## src/rtl/uart_arb_pkg.sv

```systemverilog
// Shared types and constants for the UART transmit arbiter and its round-robin picker.
package uart_arb_pkg;

  localparam int MAX_REQ = 8;
  localparam int IDX_W   = 3;

  typedef enum logic [1:0] {
    IDLE      = 2'd0,
    SEND      = 2'd1,
    WAIT_BUSY = 2'd2,
    WAIT_RDY  = 2'd3
  } arb_state_t;

  // Next requester index after idx, wrapping at n rather than at 2**IDX_W.
  function automatic logic [IDX_W-1:0] wrap_inc(input logic [IDX_W-1:0] idx, input int unsigned n);
    logic [IDX_W:0] sum;
    sum = {1'b0, idx} + {{IDX_W{1'b0}}, 1'b1};
    if (32'(sum) >= n) begin
      return {IDX_W{1'b0}};
    end else begin
      return sum[IDX_W-1:0];
    end
  endfunction

endpackage

```

## src/rtl/rr_pick.sv

```systemverilog
// Combinational round-robin picker: first set request at or above ptr, wrapping at NREQ.
module rr_pick
  import uart_arb_pkg::*;
#(
  parameter int NREQ = 4
) (
  input  logic [NREQ-1:0]  req,
  input  logic [IDX_W-1:0] ptr,
  output logic [NREQ-1:0]  gnt,
  output logic [IDX_W-1:0] idx,
  output logic             any
);

  localparam int CW = IDX_W + 1;

  logic [NREQ-1:0] rot_s;
  logic [CW-1:0]   cand_s;

  // Rotate so bit 0 is the ptr position, then take the lowest set bit.
  always_comb begin
    rot_s  = NREQ'({req, req} >> ptr);
    idx    = {IDX_W{1'b0}};
    any    = 1'b0;
    cand_s = {CW{1'b0}};
    for (int k = 0; k < NREQ; k++) begin
      cand_s = {1'b0, ptr} + CW'(k);
      if (cand_s >= CW'(NREQ)) begin
        cand_s = cand_s - CW'(NREQ);
      end else begin
        cand_s = cand_s;
      end
      if (!any && rot_s[k]) begin
        idx = cand_s[IDX_W-1:0];
        any = 1'b1;
      end else begin
        any = any;
      end
    end
    if (any) begin
      gnt = NREQ'(1'b1) << idx;
    end else begin
      gnt = {NREQ{1'b0}};
    end
  end

endmodule

```

## src/rtl/uart_tx_arbiter.sv

```systemverilog
// Packet-locking round-robin arbiter sharing one UART transmitter among NREQ byte streams,
// with an idle timeout that releases a stalled owner.
module uart_tx_arbiter
  import uart_arb_pkg::*;
#(
  parameter int NREQ    = 4,
  parameter int TIMEOUT = 1024
) (
  input  logic              clk,
  input  logic              rst,
  input  logic [NREQ-1:0]   req_valid,
  input  logic [8*NREQ-1:0] req_data,
  input  logic [NREQ-1:0]   req_last,
  output logic [NREQ-1:0]   req_ready,
  output logic [7:0]        txdin,
  output logic              txgo,
  input  logic              txrdy,
  output logic [NREQ-1:0]   grant,
  output logic              busy,
  output logic              timeout_err,
  output logic [2:0]        timeout_id
);

  localparam int              CNT_W   = (TIMEOUT > 0) ? $clog2(TIMEOUT + 1) : 1;
  localparam logic [CNT_W-1:0] CNT_LIM = CNT_W'(TIMEOUT);
  localparam logic [CNT_W-1:0] CNT_MAX = {CNT_W{1'b1}};
  localparam logic            TO_EN   = (TIMEOUT != 0);

  arb_state_t       state_r, state_s;
  logic [IDX_W-1:0] ptr_r, ptr_s;
  logic [IDX_W-1:0] own_r, own_s;
  logic [NREQ-1:0]  grant_r, grant_s;
  logic             busy_r, busy_s;
  logic [CNT_W-1:0] cnt_r, cnt_s;
  logic [7:0]       txdin_r, txdin_s;
  logic             txgo_r, txgo_s;
  logic             last_r, last_s;
  logic             terr_r, terr_s;
  logic [IDX_W-1:0] tid_r, tid_s;
  logic [NREQ-1:0]  req_ready_s;

  logic [NREQ-1:0]  pick_gnt_s;
  logic [IDX_W-1:0] pick_idx_s;
  logic             pick_any_s;
  logic             own_valid_s;
  logic             own_last_s;
  logic [7:0]       own_byte_s;

  rr_pick #(.NREQ(NREQ)) u_pick (
    .req (req_valid),
    .ptr (ptr_r),
    .gnt (pick_gnt_s),
    .idx (pick_idx_s),
    .any (pick_any_s)
  );

  // The one-hot grant doubles as the owner mask, avoiding narrow-vector indexing.
  assign own_valid_s = |(req_valid & grant_r);
  assign own_last_s  = |(req_last & grant_r);
  assign own_byte_s  = 8'(req_data >> {own_r, 3'b000});

  // Next-state and datapath update for the arbitration FSM.
  always_comb begin
    state_s     = state_r;
    ptr_s       = ptr_r;
    own_s       = own_r;
    grant_s     = grant_r;
    busy_s      = busy_r;
    cnt_s       = cnt_r;
    txdin_s     = txdin_r;
    txgo_s      = 1'b0;
    last_s      = last_r;
    terr_s      = 1'b0;
    tid_s       = tid_r;
    req_ready_s = {NREQ{1'b0}};
    case (state_r)
      IDLE: begin
        if (pick_any_s) begin
          own_s   = pick_idx_s;
          grant_s = pick_gnt_s;
          busy_s  = 1'b1;
          cnt_s   = {CNT_W{1'b0}};
          state_s = SEND;
        end else begin
          state_s = IDLE;
        end
      end
      SEND: begin
        // An owner byte arriving in the timeout cycle wins over the release.
        if (own_valid_s && txrdy) begin
          req_ready_s = grant_r;
          txdin_s     = own_byte_s;
          last_s      = own_last_s;
          txgo_s      = 1'b1;
          cnt_s       = {CNT_W{1'b0}};
          state_s     = WAIT_BUSY;
        end else if (!own_valid_s && TO_EN && (cnt_r == CNT_LIM)) begin
          terr_s  = 1'b1;
          tid_s   = own_r;
          ptr_s   = wrap_inc(own_r, NREQ);
          grant_s = {NREQ{1'b0}};
          busy_s  = 1'b0;
          cnt_s   = {CNT_W{1'b0}};
          state_s = IDLE;
        end else if (!own_valid_s && (cnt_r != CNT_MAX)) begin
          cnt_s = cnt_r + {{(CNT_W-1){1'b0}}, 1'b1};
        end else begin
          cnt_s = cnt_r;
        end
      end
      WAIT_BUSY: begin
        if (!txrdy) begin
          state_s = WAIT_RDY;
        end else begin
          state_s = WAIT_BUSY;
        end
      end
      WAIT_RDY: begin
        if (txrdy && last_r) begin
          ptr_s   = wrap_inc(own_r, NREQ);
          grant_s = {NREQ{1'b0}};
          busy_s  = 1'b0;
          state_s = IDLE;
        end else if (txrdy) begin
          state_s = SEND;
        end else begin
          state_s = WAIT_RDY;
        end
      end
      default: begin
        grant_s = {NREQ{1'b0}};
        busy_s  = 1'b0;
        state_s = IDLE;
      end
    endcase
  end

  // State and datapath registers.
  always_ff @(posedge clk or negedge rst) begin
    if (!rst) begin
      state_r <= IDLE;
      ptr_r   <= {IDX_W{1'b0}};
      own_r   <= {IDX_W{1'b0}};
      grant_r <= {NREQ{1'b0}};
      busy_r  <= 1'b0;
      cnt_r   <= {CNT_W{1'b0}};
      txdin_r <= 8'h00;
      txgo_r  <= 1'b0;
      last_r  <= 1'b0;
      terr_r  <= 1'b0;
      tid_r   <= {IDX_W{1'b0}};
    end else begin
      state_r <= state_s;
      ptr_r   <= ptr_s;
      own_r   <= own_s;
      grant_r <= grant_s;
      busy_r  <= busy_s;
      cnt_r   <= cnt_s;
      txdin_r <= txdin_s;
      txgo_r  <= txgo_s;
      last_r  <= last_s;
      terr_r  <= terr_s;
      tid_r   <= tid_s;
    end
  end

  assign req_ready   = req_ready_s;
  assign txdin       = txdin_r;
  assign txgo        = txgo_r;
  assign grant       = grant_r;
  assign busy        = busy_r;
  assign timeout_err = terr_r;
  assign timeout_id  = tid_r;

endmodule

```

## config.mk

```make
export PLATFORM = sky130hd
export DESIGN_NAME = uart_tx_arbiter
export DESIGN_NICKNAME = d
export VERILOG_FILES = /design/src/rtl/uart_arb_pkg.sv /design/src/rtl/rr_pick.sv /design/src/rtl/uart_tx_arbiter.sv
export SDC_FILE = /design/constraint.sdc
export NUM_CORES = 1
export LEC_CHECK = 0
export CAP_MARGIN = 40
export CORE_ASPECT_RATIO = 0.6
export CORE_UTILIZATION = 52
export DETAILED_ROUTE_END_ITERATION = 7
export GPL_ROUTABILITY_DRIVEN = 0
export PLACE_DENSITY = 0.86
export SETUP_SLACK_MARGIN = 0.3
export SYNTH_ARGS = -nofsm -noshare
export SYNTH_HDL_FRONTEND = slang
export SYNTH_SLANG_ARGS = --single-unit
```

## constraint.sdc

```tcl
create_clock -name clk -period 3.1 [get_ports clk]
set_input_delay 0.62 -clock clk [delete_from_list [all_inputs] [get_ports clk]]
set_output_delay 0.62 -clock clk [all_outputs]
set_load 0.01 [all_outputs]
```

==> results.txt <==
----------------------------------------------------
[STA]
  Actual transition at the worst max-transition pin ... 0.923 ns
  Time the worst path needs with I/O delays and setup ... 2.73 ns
  Period utilization ... 87.9%
  Final setup violating endpoints ... 0
  Max-Slew Margin vs Limit ... 38.2%
  Final sum of negative setup slack ... 0 ns
  Max-slew violation total from the final report ... 0
  Unrepaired setup endpoints after global routing ... false
  Final-report hold violation count ... 0
  Slack of the critical path ... 0.375 ns
  Hold Worst Slack ... 0.186 ns
  Maximum achievable frequency ... 367 MHz
  Setup clock skew after layout ... 0.00737 ns

[Power and ir drop]
  Total net switching power ... 0.00101 W
  Part of the power in the clock network ... 17.1%
  Leakage component of the power ... 1.38 nW
  Largest voltage drop on the vdd net ... 0.000435 V
  Combinational cell fraction of total power ... 48.9%
  Part of the power in registers ... 33.9%
  Switch share ... 40.3%
  Cell-internal power ... 0.00149 W
  Total Power Consumption ... 0.00250 W
  Total power per unit cell area ... 774 mW/mm^2

[Global route]
  Aggregate global routing overflow ... 0
  Antenna violations before repair ... 0
  Gr usage total ... 30.3%
  First-pass GRT wire length ... 10,300 microns
  Pin count of the biggest net entering global routing ... 30
  Number of global-route vias before repair ... 1,963

[Yosys]
  Proportion of register bits with asynchronous set or reset after synthesis ... 100%
  Register bit count reported by yosys ... 38
  Proportion of synthesized chip area in sequential cells ... 40.6%
  Net count of the mapped netlist ... 286
  Post-synthesis cell count ... 239
  Primary flip-flop cell chosen by synthesis mapping ... dfrtp_1
  Post-synthesis cell area ... 0.00234 sq mm
  Count of unique library cells instantiated by Yosys ... 50
  Synthesized area per cell ... 9.81 sq um
  Number of enable-type register cells in the synthesized netlist ... 0
  Synth warn ... 0

[Floorplan]
  Total I/O pin count ... 65
  Die area ... 0.00479 sq mm
  Die boundary width ... 88.7 microns
  FP Rows ... 18
  Initial Utilization ... 55.7%
  Die Ht ... 54.0 microns
  Floorplan core area ... 0.00421 sq mm

[Drt]
  Routed via count divided by cell count ... 6.05
  DRC marker count from the first detailed-route iteration ... 201
  Total vias in the final route ... 2,255
  Per-cell routed wire length ... 17.4 microns
  Remaining routing DRC violations ... 0
  Post-route ant nets ... 0
  Total wirelength of the detailed-routed design ... 6510 microns
  Iteration count of the initial detailed-routing pass ... 6

[Cells and area]
  Fraction of layout instances using a drive strength above 1 ... 13.7%
  Fin util ... 76.6%
  Count of nets after finishing ... 359
  Relative area change from synthesis to final layout ... 37.6%
  Diode insertion count for antenna repair ... 0

[Critical path]
  Kind of start point of the critical path ... primary input
  FF-to-FF setup slack ... 0.82 ns
  Crit path arrival time ... 2.11 ns
  Worst Path Class, Setup ... primary input to output port
  Sort of element at the end of the critical path ... output port
  Required arrival time at the worst endpoint ... 2.48 ns
  Top fanout value on the critical path ... 6

[Clocking]
  Clk_lat worst skew ... 0.30 ns
  Num Clock Sinks ... 38
  Deepest level of the CTS H-tree ... 2
  Clock tree from TritonCTS ... built
  Clk buf depth ... 2
  Number of buffers inserted for hold repair after clock tree synthesis ... 0
  Clock slew at the register clock pins of the worst setup and hold paths ... 0.08 ns
  Clock buffer count from CTS ... 5
  Root Buffer ... clkbuf_8

[Min path]
  Classification of the worst-slack hold path ... primary input to asynchronous set/reset pin

[Placed design]
  Count of buffers inserted at the top-level ports ... 64
  Post-detail-place hpwl ... 4910 microns
  Worst setup slack after placement ... -0.0133 ns

[Flow run]
  Max-cap check violation count ... 0

[Outcome]
  Status ... completed

----------------------------------------------------
[per-layer routing]
layer	share of wire (%)	track usage, %
met1	47	46.8
met2	41	41.2
met3	11	7.36
met4	1.4	9.68
met5	0	0
[cell type report]
class | count | area [sq um]
Multi-Input combinational cell | 178 | 1300
Fill cell | 290 | 986
Sequential cell | 38 | 951
Timing Repair Buffer | 76 | 738
Tap cell | 60 | 75.1
Clock buffer | 5 | 68.8
Inverter | 13 | 48.8
Clock inverter | 3 | 45.0
[power by group through the flow]
stage	logic, W	registers, W	clock network [W]
after floorplan	0.000795	0.000780	0
after global placement	0.00115	0.000851	0
after detailed placement	0.00118	0.000852	0
after CTS	0.00120	0.000844	0.000433
after global routing	0.00134	0.000872	0.000464
final	0.00122	0.000847	0.000428
[logic make-up (layout without fill, tap and decap cells)]
| logic type | Yosys count | count (layout) | share of synthesized area [%] |
|---|---|---|---|
| AO/OA/AOI/OAI | 62 | 62 | 18.7 |
| multiplexers | 16 | 16 | 12.3 |
| XOR/XNOR | 3 | 3 | 1.12 |
| flip-flops | 38 | 38 | 40.6 |
| buffers and inverters | 23 | 97 | 4.38 |
| AND/OR/NAND/NOR | 93 | 93 | 20.8 |
| adder cells (fa/ha/maj) | 4 | 4 | 2.13 |
[synth_stat cells (all sizes together) (4+ instances only)]
library cell / count / area [sq um]
dfrtp: 38 / 951
nand2: 33 / 124
o21ai: 18 / 90.1
inv: 13 / 48.8
nor2: 11 / 43.8
a31oi: 10 / 62.6
mux4: 10 / 225
nand3: 9 / 45.0
and2: 8 / 50.1
a21oi: 7 / 35.0
buf: 6 / 38.8
and3: 5 / 31.3
nand4: 5 / 37.5
or3: 5 / 31.3
clkbuf: 4 / 15.0
ha: 4 / 50.1
[cells in the final DEF (no fill, tap or decap), types with 2 or more instances in the layout]
cell type	synthesis	final
a21o_1	2	2
a21oi_1	7	7
a22o_1	3	3
a31oi_1	10	10
a32o_1	3	3
and2_1	8	8
and2b_1	3	3
and3_1	5	5
buf_4	1	11
clkbuf_8	0	5
clkdlybuf4s15_1	0	3
clkdlybuf4s50_1	0	57
clkinvlp_4	0	2
dfrtp_1	38	38
dlygate4sd2_1	0	2
ha_1	4	4
inv_1	13	12
mux2_2	3	3
mux2i_1	3	3
mux4_2	10	10
nand2_1	33	33
nand2b_1	3	3
nand3_1	9	8
nand4_1	4	4
nor2_1	10	10
nor2b_1	3	3
o211a_1	3	3
o211ai_1	2	2
o21ai_0	17	17
o31a_1	3	3
o31ai_1	3	3
or3_1	5	5
xnor2_1	3	3
[stage by stage]
stage / std cells / area, sq um
5_1_grt: 373 / 3230
3_3_place_gp: 363 / 3080
4_1_cts: 372 / 3210
3_5_place_dp: 364 / 3100
6_report: 373 / 3230
2_1_floorplan: 239 / 2340
[critical path: stages]
cell and delay (ns):
clkdlybuf4s50_1 0.41, a22o_1 0.22, or2_4 0.26, nand3_2 0.09
inv_2 0.07, and2_1 0.15, dlygate4sd2_1 0.28
[path summary, 6_finish.rpt]
| check | startpoint | to | depth (start not counted) |
|---|---|---|---|
| max reg2reg | ptr_r[0] | grant[2] | 5 |
| max | req_valid[3] | req_ready[3] | 7 |
| max in group asynchronous | rst | grant[1] | 2 |
| min reg2reg | busy | busy | 2 |
| min | rst | grant[2] | 1 |
| min in group clk | busy | busy | 2 |
[sequential cells by signal (all words and copies together) (netlist names)]
signal,cells
grant,4
last_r,1
txgo,1
busy,1
cnt_r,11
state_r,2
own_r,3
ptr_r,3
timeout_err,1
timeout_id,3
txdin,8
[timing repair]
action	4_1_cts	5_1_grt
setup endpoints to repair	4	4
setup buffers	0	1
resized for setup	7	5
pin swaps	0	1
Note: power is estimated with default switching activity, not from simulation.
